### src/rtl/hft_reg_mailbox.sv
// Register mailbox: shadow bank -> snapshot command (valid/busy handshake), results queued in a FWFT FIFO.
// Commit to o_cmd_valid is one edge; core backpressure holds ISSUE; a full FIFO with no pop drops results.
module hft_reg_mailbox #(
  parameter int REG_WIDTH      = 32,
  parameter int NUM_IN_REGS    = 8,
  parameter int NUM_OUT_REGS   = 7,
  parameter int FIFO_DEPTH     = 4,
  parameter int TIMEOUT_CYCLES = 256
) (
  input  logic                                               i_clk,
  input  logic                                               i_reset,
  input  logic                                               i_wr_en,
  input  logic [((NUM_IN_REGS > 1) ? $clog2(NUM_IN_REGS) : 1)-1:0] i_wr_addr,
  input  logic [REG_WIDTH-1:0]                               i_wr_data,
  input  logic                                               i_commit,
  input  logic                                               i_book_is_busy,
  output logic                                               o_cmd_valid,
  output logic [NUM_IN_REGS*REG_WIDTH-1:0]                   o_cmd_regs,
  input  logic                                               i_res_valid,
  input  logic [NUM_OUT_REGS*REG_WIDTH-1:0]                  i_res_regs,
  output logic                                               o_res_valid,
  output logic [NUM_OUT_REGS*REG_WIDTH-1:0]                  o_res_regs,
  input  logic                                               i_res_pop,
  output logic [$clog2(FIFO_DEPTH):0]                        o_fifo_count,
  output logic                                               o_busy,
  output logic                                               o_commit_drop,
  output logic                                               o_overflow,
  output logic                                               o_timeout,
  input  logic                                               i_clear_flags
);

  localparam int PW = $clog2(FIFO_DEPTH);
  localparam int CW = PW + 1;
  localparam int TW = (TIMEOUT_CYCLES > 1) ? $clog2(TIMEOUT_CYCLES) : 1;
  localparam int OW = NUM_OUT_REGS * REG_WIDTH;

  typedef enum logic [1:0] {IDLE, ISSUE, WAIT_RES} state_e;

  state_e                                       state_q, state_d;
  logic [NUM_IN_REGS-1:0][REG_WIDTH-1:0]        shadow_q, shadow_d;
  logic [NUM_IN_REGS-1:0][REG_WIDTH-1:0]        snap_q, snap_d;
  logic [TW-1:0]                                timer_q, timer_d;
  logic [FIFO_DEPTH-1:0][OW-1:0]                mem_q, mem_d;
  logic [PW-1:0]                                wr_ptr_q, wr_ptr_d;
  logic [PW-1:0]                                rd_ptr_q, rd_ptr_d;
  logic [CW-1:0]                                count_q, count_d;
  logic                                         drop_q, drop_d;
  logic                                         ovf_q, ovf_d;
  logic                                         tmo_q, tmo_d;

  logic expire, full, empty, do_push, do_pop;

  assign expire = (timer_q == TW'(TIMEOUT_CYCLES - 1));
  assign full   = (count_q == CW'(FIFO_DEPTH));
  assign empty  = (count_q == '0);

  always_ff @(posedge i_clk or posedge i_reset) begin
    if (i_reset) state_q <= IDLE;
    else         state_q <= state_d;
  end

  always_comb begin
    state_d = state_q;
    case (state_q)
      IDLE:     if (i_commit) state_d = ISSUE;
      ISSUE:    if (!i_book_is_busy) state_d = WAIT_RES;
      WAIT_RES: if (i_res_valid || expire) state_d = IDLE;
      default:  state_d = IDLE;
    endcase
  end

  always_comb begin
    o_cmd_valid = (state_q == ISSUE);
    o_busy      = (state_q != IDLE);
  end

  always_comb begin
    shadow_d = shadow_q;
    if (i_wr_en && (32'(i_wr_addr) < NUM_IN_REGS)) shadow_d[i_wr_addr] = i_wr_data;

    // Snapshot takes the post-write shadow so a same-cycle write is included.
    snap_d = snap_q;
    if (state_q == IDLE && i_commit) snap_d = shadow_d;

    timer_d = (state_q == WAIT_RES) ? timer_q + 1'b1 : '0;

    // At full, a pop frees the slot the push writes into on the same edge.
    do_pop   = i_res_pop && !empty;
    do_push  = i_res_valid && (!full || do_pop);
    mem_d    = mem_q;
    if (do_push) mem_d[wr_ptr_q] = i_res_regs;
    wr_ptr_d = wr_ptr_q + PW'(do_push);
    rd_ptr_d = rd_ptr_q + PW'(do_pop);
    count_d  = count_q + CW'(do_push) - CW'(do_pop);

    drop_d = (i_commit && state_q != IDLE) || (drop_q && !i_clear_flags);
    ovf_d  = (i_res_valid && full && !i_res_pop) || (ovf_q && !i_clear_flags);
    tmo_d  = (state_q == WAIT_RES && expire && !i_res_valid) || (tmo_q && !i_clear_flags);
  end

  always_ff @(posedge i_clk or posedge i_reset) begin
    if (i_reset) begin
      shadow_q <= '0;
      snap_q   <= '0;
      timer_q  <= '0;
      mem_q    <= '0;
      wr_ptr_q <= '0;
      rd_ptr_q <= '0;
      count_q  <= '0;
      drop_q   <= 1'b0;
      ovf_q    <= 1'b0;
      tmo_q    <= 1'b0;
    end else begin
      shadow_q <= shadow_d;
      snap_q   <= snap_d;
      timer_q  <= timer_d;
      mem_q    <= mem_d;
      wr_ptr_q <= wr_ptr_d;
      rd_ptr_q <= rd_ptr_d;
      count_q  <= count_d;
      drop_q   <= drop_d;
      ovf_q    <= ovf_d;
      tmo_q    <= tmo_d;
    end
  end

  assign o_cmd_regs    = snap_q;
  assign o_res_valid   = !empty;
  assign o_res_regs    = mem_q[rd_ptr_q];
  assign o_fifo_count  = count_q;
  assign o_commit_drop = drop_q;
  assign o_overflow    = ovf_q;
  assign o_timeout     = tmo_q;

endmodule
### config.mk
export PLATFORM = sky130hd
export DESIGN_NAME = hft_reg_mailbox
export DESIGN_NICKNAME = d
export VERILOG_FILES = /design/src/rtl/hft_reg_mailbox.sv
export SDC_FILE = /design/constraint.sdc
export NUM_CORES = 2
export LEC_CHECK = 0
export BUFFER_PORTS_ARGS = -buffer_cell sky130_fd_sc_hd__buf_2
export CAP_MARGIN = 40
export CORE_UTILIZATION = 30
export DETAILED_ROUTE_END_ITERATION = 6
export MAX_ROUTING_LAYER = met4
export PLACE_DENSITY_LB_ADDON = 0.12
export SLEW_MARGIN = 20
export SYNTH_ARGS = -nofsm -noshare
export SYNTH_HDL_FRONTEND = slang
export SYNTH_SLANG_ARGS = --single-unit
export TNS_END_PERCENT = 100
### constraint.sdc
create_clock -name i_clk -period 106.3 [get_ports i_clk]
set_input_delay 15.945 -clock i_clk [delete_from_list [all_inputs] [get_ports i_clk]]
set_output_delay 15.945 -clock i_clk [all_outputs]
set_load 0.01 [all_outputs]
# Word level (Yosys, flattened, before mapping)
# Cells that the tools add are included.
[totals] inputBits=267 regBits=1428
[classes] n_mux=14 n_addsub=5 order_cmp=5 n_reduce_logical=27 eq_ne=7
[ops] cell="bitwise mux 896 bit" count=1
[ops] cell="binary-select mux 224 bit (select 2 bit)" count=1
[ops] cell="demux 224 bit (select 2 bit)" count=1
[ops] cell="2-to-1 mux 224 bit" count=2
[ops] cell="bitwise mux 256 bit" count=1
[ops] cell="2-to-1 mux 256 bit" count=1
[ops] cell="demux 32 bit (select 3 bit)" count=1
[ops] cell="2-to-1 mux 32 bit" count=1
[ops] cell="logical AND 1 bit" count=13
[ops] cell="adder 8 x 1 -> 8 bit (second input constant)" count=1
[ops] cell="equality test 8 bit (second input constant)" count=1
[ops] cell="2-to-1 mux 8 bit" count=1
[ops] cell="< comparator 2 x 3 -> 1 bit (second input constant)" count=2
[ops] cell="2-to-1 mux 2 bit" count=3
[ops] cell="!= test 2 bit (second input constant)" count=3
[ops] cell="case mux 2 bit (3 select lines)" count=1
[ops] cell="logical NOT 1 bit" count=5
[ops] cell="logical OR 1 bit" count=5
[ops] cell="adder 2 x 1 -> 2 bit" count=2
[ops] cell="< comparator 3 x 4 -> 1 bit (second input constant)" count=1
[ops] cell="adder 3 x 1 -> 3 bit" count=1
[ops] cell="equality test 3 bit (second input constant)" count=1
[ops] cell=">= comparator 3 x 1 -> 1 bit (second input constant)" count=1
[ops] cell="logical NOT 3 bit" count=1
[ops] cell="other kinds (7)" count=7

# Logic depth before layout (Yosys ltp)
[depth] ltp_word=7 mapped_depth=7 ltp_nobuf=7

# Worst setup path after synthesis
# OpenSTA, ideal clock, no wires.
[synth_path] path_kind="reg2out" start="reg rd_ptr_q[1]" end="out o_res_regs[10]" path_buffers=3 arrival_time_ns=1.713 path_stages_with_launch=5 path_slack_ns=88.642 cell_sequence="dfrtp_1 buf_2 buf_1 clkbuf_1 mux4_2"
[synth_via] elab_chain_len=2
[synth_lines] element="from (decl)" line="45" text="logic [PW-1:0] rd_ptr_q, rd_ptr_d;"
[synth_lines] element="from (signal assigned)" line="119" text="rd_ptr_q <= rd_ptr_d;"
[synth_lines] element="binary-select mux 224 bit (select 2 bit)" line="129" text="assign o_res_regs = mem_q[rd_ptr_q];"
[synth_lines] element="2-to-1 mux 224 bit (implied by the code)" line="129"
[synth_lines] element="to (decl)" line="22" text="output logic [NUM_OUT_REGS*REG_WIDTH-1:0] o_res_regs,"
# No other way between the ends. The select of a mux whose other input is x is not followed.

# Final worst setup path
[layout_path] start="reg rd_ptr_q[1]" end="out o_res_regs[220]"
# Same word-level chain as after synthesis.

==> results.ini <==
[worst_setup_path]
critPathRequiredTime_ps=90360
start_kind=flip-flop
rrSetupSlack_ps=101780
crit_path_top_delay_cell=buf_4
crit_path_end_kind=output pin
timing.rr.start=o_fifo_count[1]
crit_family=buffers and inverters
critPathMostFrequentCell=buf_4
path_cells=buf_4, buf_4, buf_4, buf_16, buf_4, buf_12, mux4_2, buf_2
crit_arrival_ps=4950
r2r_cells=8
critPathMaxStageDelay_ps=750
path_buf_inv=7
path_max_fanout=43
critical_path_class=reg2out
rr_endpoint=mem_q[220]

[clock_network]
insertion_delay_ps=810
cts_max_path_buffers=3
h-tree-depth=4
cts-resized-gates=0
post-cts-setup-buffer-count=0
cts_tree=built
postCtsHoldBufs=0
cts_root_buffer=clkbuf_16
cts_buffers=167
path_clk_slew_ps=60
clock_sinks=1428

[pwr]
power.density_mw_per_mm2=33.5
power_mw=2.40
swShare_pct=32.8
max-vdd-ir-drop_uv=14.5
netSwitchingPower_mw=0.787
total_leakage_power_nw=31.5
pwr-share-comb_pct=38.9
pwr-share-seq_pct=37.8
cellInternalPower_mw=1.62
clockPowerShare_pct=23.3

[grt]
grt_usage_pct=17.1
grt_pass1_vias=34300
grt_overflow=0
grt_pass1_wl_um=244000
antenna_found_initial=53
grt_max_degree=163

[route]
met1_length_um=68700
drtIter0Drc=1385
wl_met2_um=79800
wl_per_cell_um=23.8
route.detailed.drc=0
post_drt_via_cell_ratio=4.62
wl_met3_um=8670
totalWireLength_um=165000
dr_total_vias=32000
first_pass_iters=4
final_antenna_net_count=0
top_layer_used=met4

[synthesis]
ys_warn_count=0
synthDominantCellAreaShare_pct=60.7
yosys.area.top_type=dfrtp_1
synthCells=3341
synth_area_mm2=0.0588
avgSynthCellArea_um2=17.6
ys_ff_latch=1428
ys_seq_area_share_pct=60.7
synth_fp_nets=3614
synth_area_leaders=dfrtp_1 (61%), mux2_2 (24%), mux4_2 (8.6%)
yosysUniqueCellTypes=35

[placed_design]
dp_hpwl_um=110000
place.gp.congestion=0.744
port-buffer-count=755
placedInstanceArea_mm2=0.0661

[die]
initial_core_util_pct=30.2
rows=162
design.portCount=756
die_area_mm2=0.198
die_x_um=445
die_h_um=445
fp.coreArea_mm2=0.195

[sta]
worstMarginPinSlew_ps=1060
relSlewSlack_pct=29.6
grt_setup_unrepaired=no
setup_violations=0
clock.fmax_mhz=47.9
drv_slew=0
finalCritPeriodShare_pct=19.7
fin_skew_ps=31.4
hold_viol=0
fin_setup_tns_ps=0
fin_crit_ps=20900

[layout]
final_nets=4420
syn_to_final_growth_pct=21.7
seq_area_mm2=0.0357
layout_commonest_cell=dfrtp_1
final_cell_mix=dfrtp_1 (1426), mux2_2 (1232), buf_2 (755), mux4_2 (224), clkbuf_16 (171)
stdcell_area_mm2=0.0716
n_fill_cell=18600
post_route_cells_drive_above_1_share_pct=63.6
multi_input_area_mm2=0.0221

[min_path]
whs_path_depth=1
holdPathEnd=shadow_q[65]
hold_class=reg2reg
hp-start=shadow_q[65]

[outcome]
outcome=finished, final reports clean

[job]
maxCapViolations=0

[stage by stage]
step                      hold slack, ps  instances  setup slack, ps  util (%)
after floorplan                      449       3341            50080         -
after global placement               461       6572            84450      33.6
after detailed placement             465       6596            85720      33.9
after CTS                            478       6892            85030      36.6
after global routing                 497       6922            85150      36.8
final                                476       6936            85400      36.8
[synthesized netlist by cell type]
cell,count
dfrtp_1,1428
mux2_2,1232
mux4_2,224
mux2_4,160
buf_2,132
clkbuf_1,44
buf_6,17
mux2_1,16
buf_1,15
inv_1,9
nor2_1,8
ha_1,5
nor4bb_1,5
nand3_1,4
or3_1,4
xor2_1,4
a21oi_1,3
a22o_1,3
nand2b_1,3
nand4b_1,3
o21ai_0,3
xnor2_1,3
and2_1,2
nand4_1,2
nor2b_1,2
buf_8,1
fa_1,1
mux2i_1,1
nand2_1,1
nor3_1,1
nor4b_2,1
nor4b_4,1
o31ai_1,1
or2_2,1
or4b_1,1
[power groups by stage]
stage | clock network [mW] | logic (mW) | registers (mW)
floorplan | 0 | 0.592 | 0.916
global placement | 0 | 0.935 | 0.916
detailed placement | 0 | 0.956 | 0.918
CTS | 0.584 | 0.958 | 0.911
global route | 0.603 | 0.995 | 0.944
finish | 0.560 | 0.934 | 0.908
[state kept, by name (all words and copies together) (netlist names)]
register,flops
timer_q,8
o_cmd_regs,256
o_fifo_count,3
o_overflow,1
wr_ptr_q,2
rd_ptr_q,2
o_commit_drop,1
mem_q,896
o_timeout,1
shadow_q,256
state_q,2
[kinds of logic after synthesis]
kind of cell / share of synthesized area [%]
multiplexers: 36.6
flip-flops: 60.7
buffers and inverters: 1.91
AND/OR/NAND/NOR: 0.461
AO/OA/AOI/OAI: 0.108
XOR/XNOR: 0.104
adder cells (fa/ha/maj): 0.140
[worst register-to-register path: stages (launching register included)]
cell,delay [ps]
dfrtp_1,450
nor4b_4,610
or4b_4,600
buf_4,500
buf_16,290
buf_4,740
buf_4,500
buf_16,320
mux2_2,380
[how the worst max path moves through the flow]
stage	start	slack (ps)	cells after the start	endpoint
after CTS	rd_ptr_q[1]	85030	7	o_res_regs[216]
after global placement	i_reset	84450	8	mem_q[373]
after detailed placement	i_reset	85720	10	mem_q[373]
final	rd_ptr_q[1]	85400	8	o_res_regs[220]
after floorplan	i_reset	50080	1	mem_q[0]
after global routing	rd_ptr_q[1]	85150	8	o_res_regs[220]
[layer usage]
metal / track usage [%] / up-vias
li1: - / 14000
met1: 20.7 / 17000
met2: 27.0 / 701
met3: 4.25 / 322
met4: 7.76 / 0
met5: - / -
[layout make-up]
cell class | instances | share of cell area, %
clock buffer | 266 | 7.03
sequential | 1428 | 49.9
antenna | 38 | 0.133
multi-input combinational | 1695 | 30.8
tap | 2624 | 4.58
inverter | 9 | 0.0576
timing repair buffer | 846 | 7.05
clock inverter | 30 | 0.409
Power figures use the tool's default switching activity.
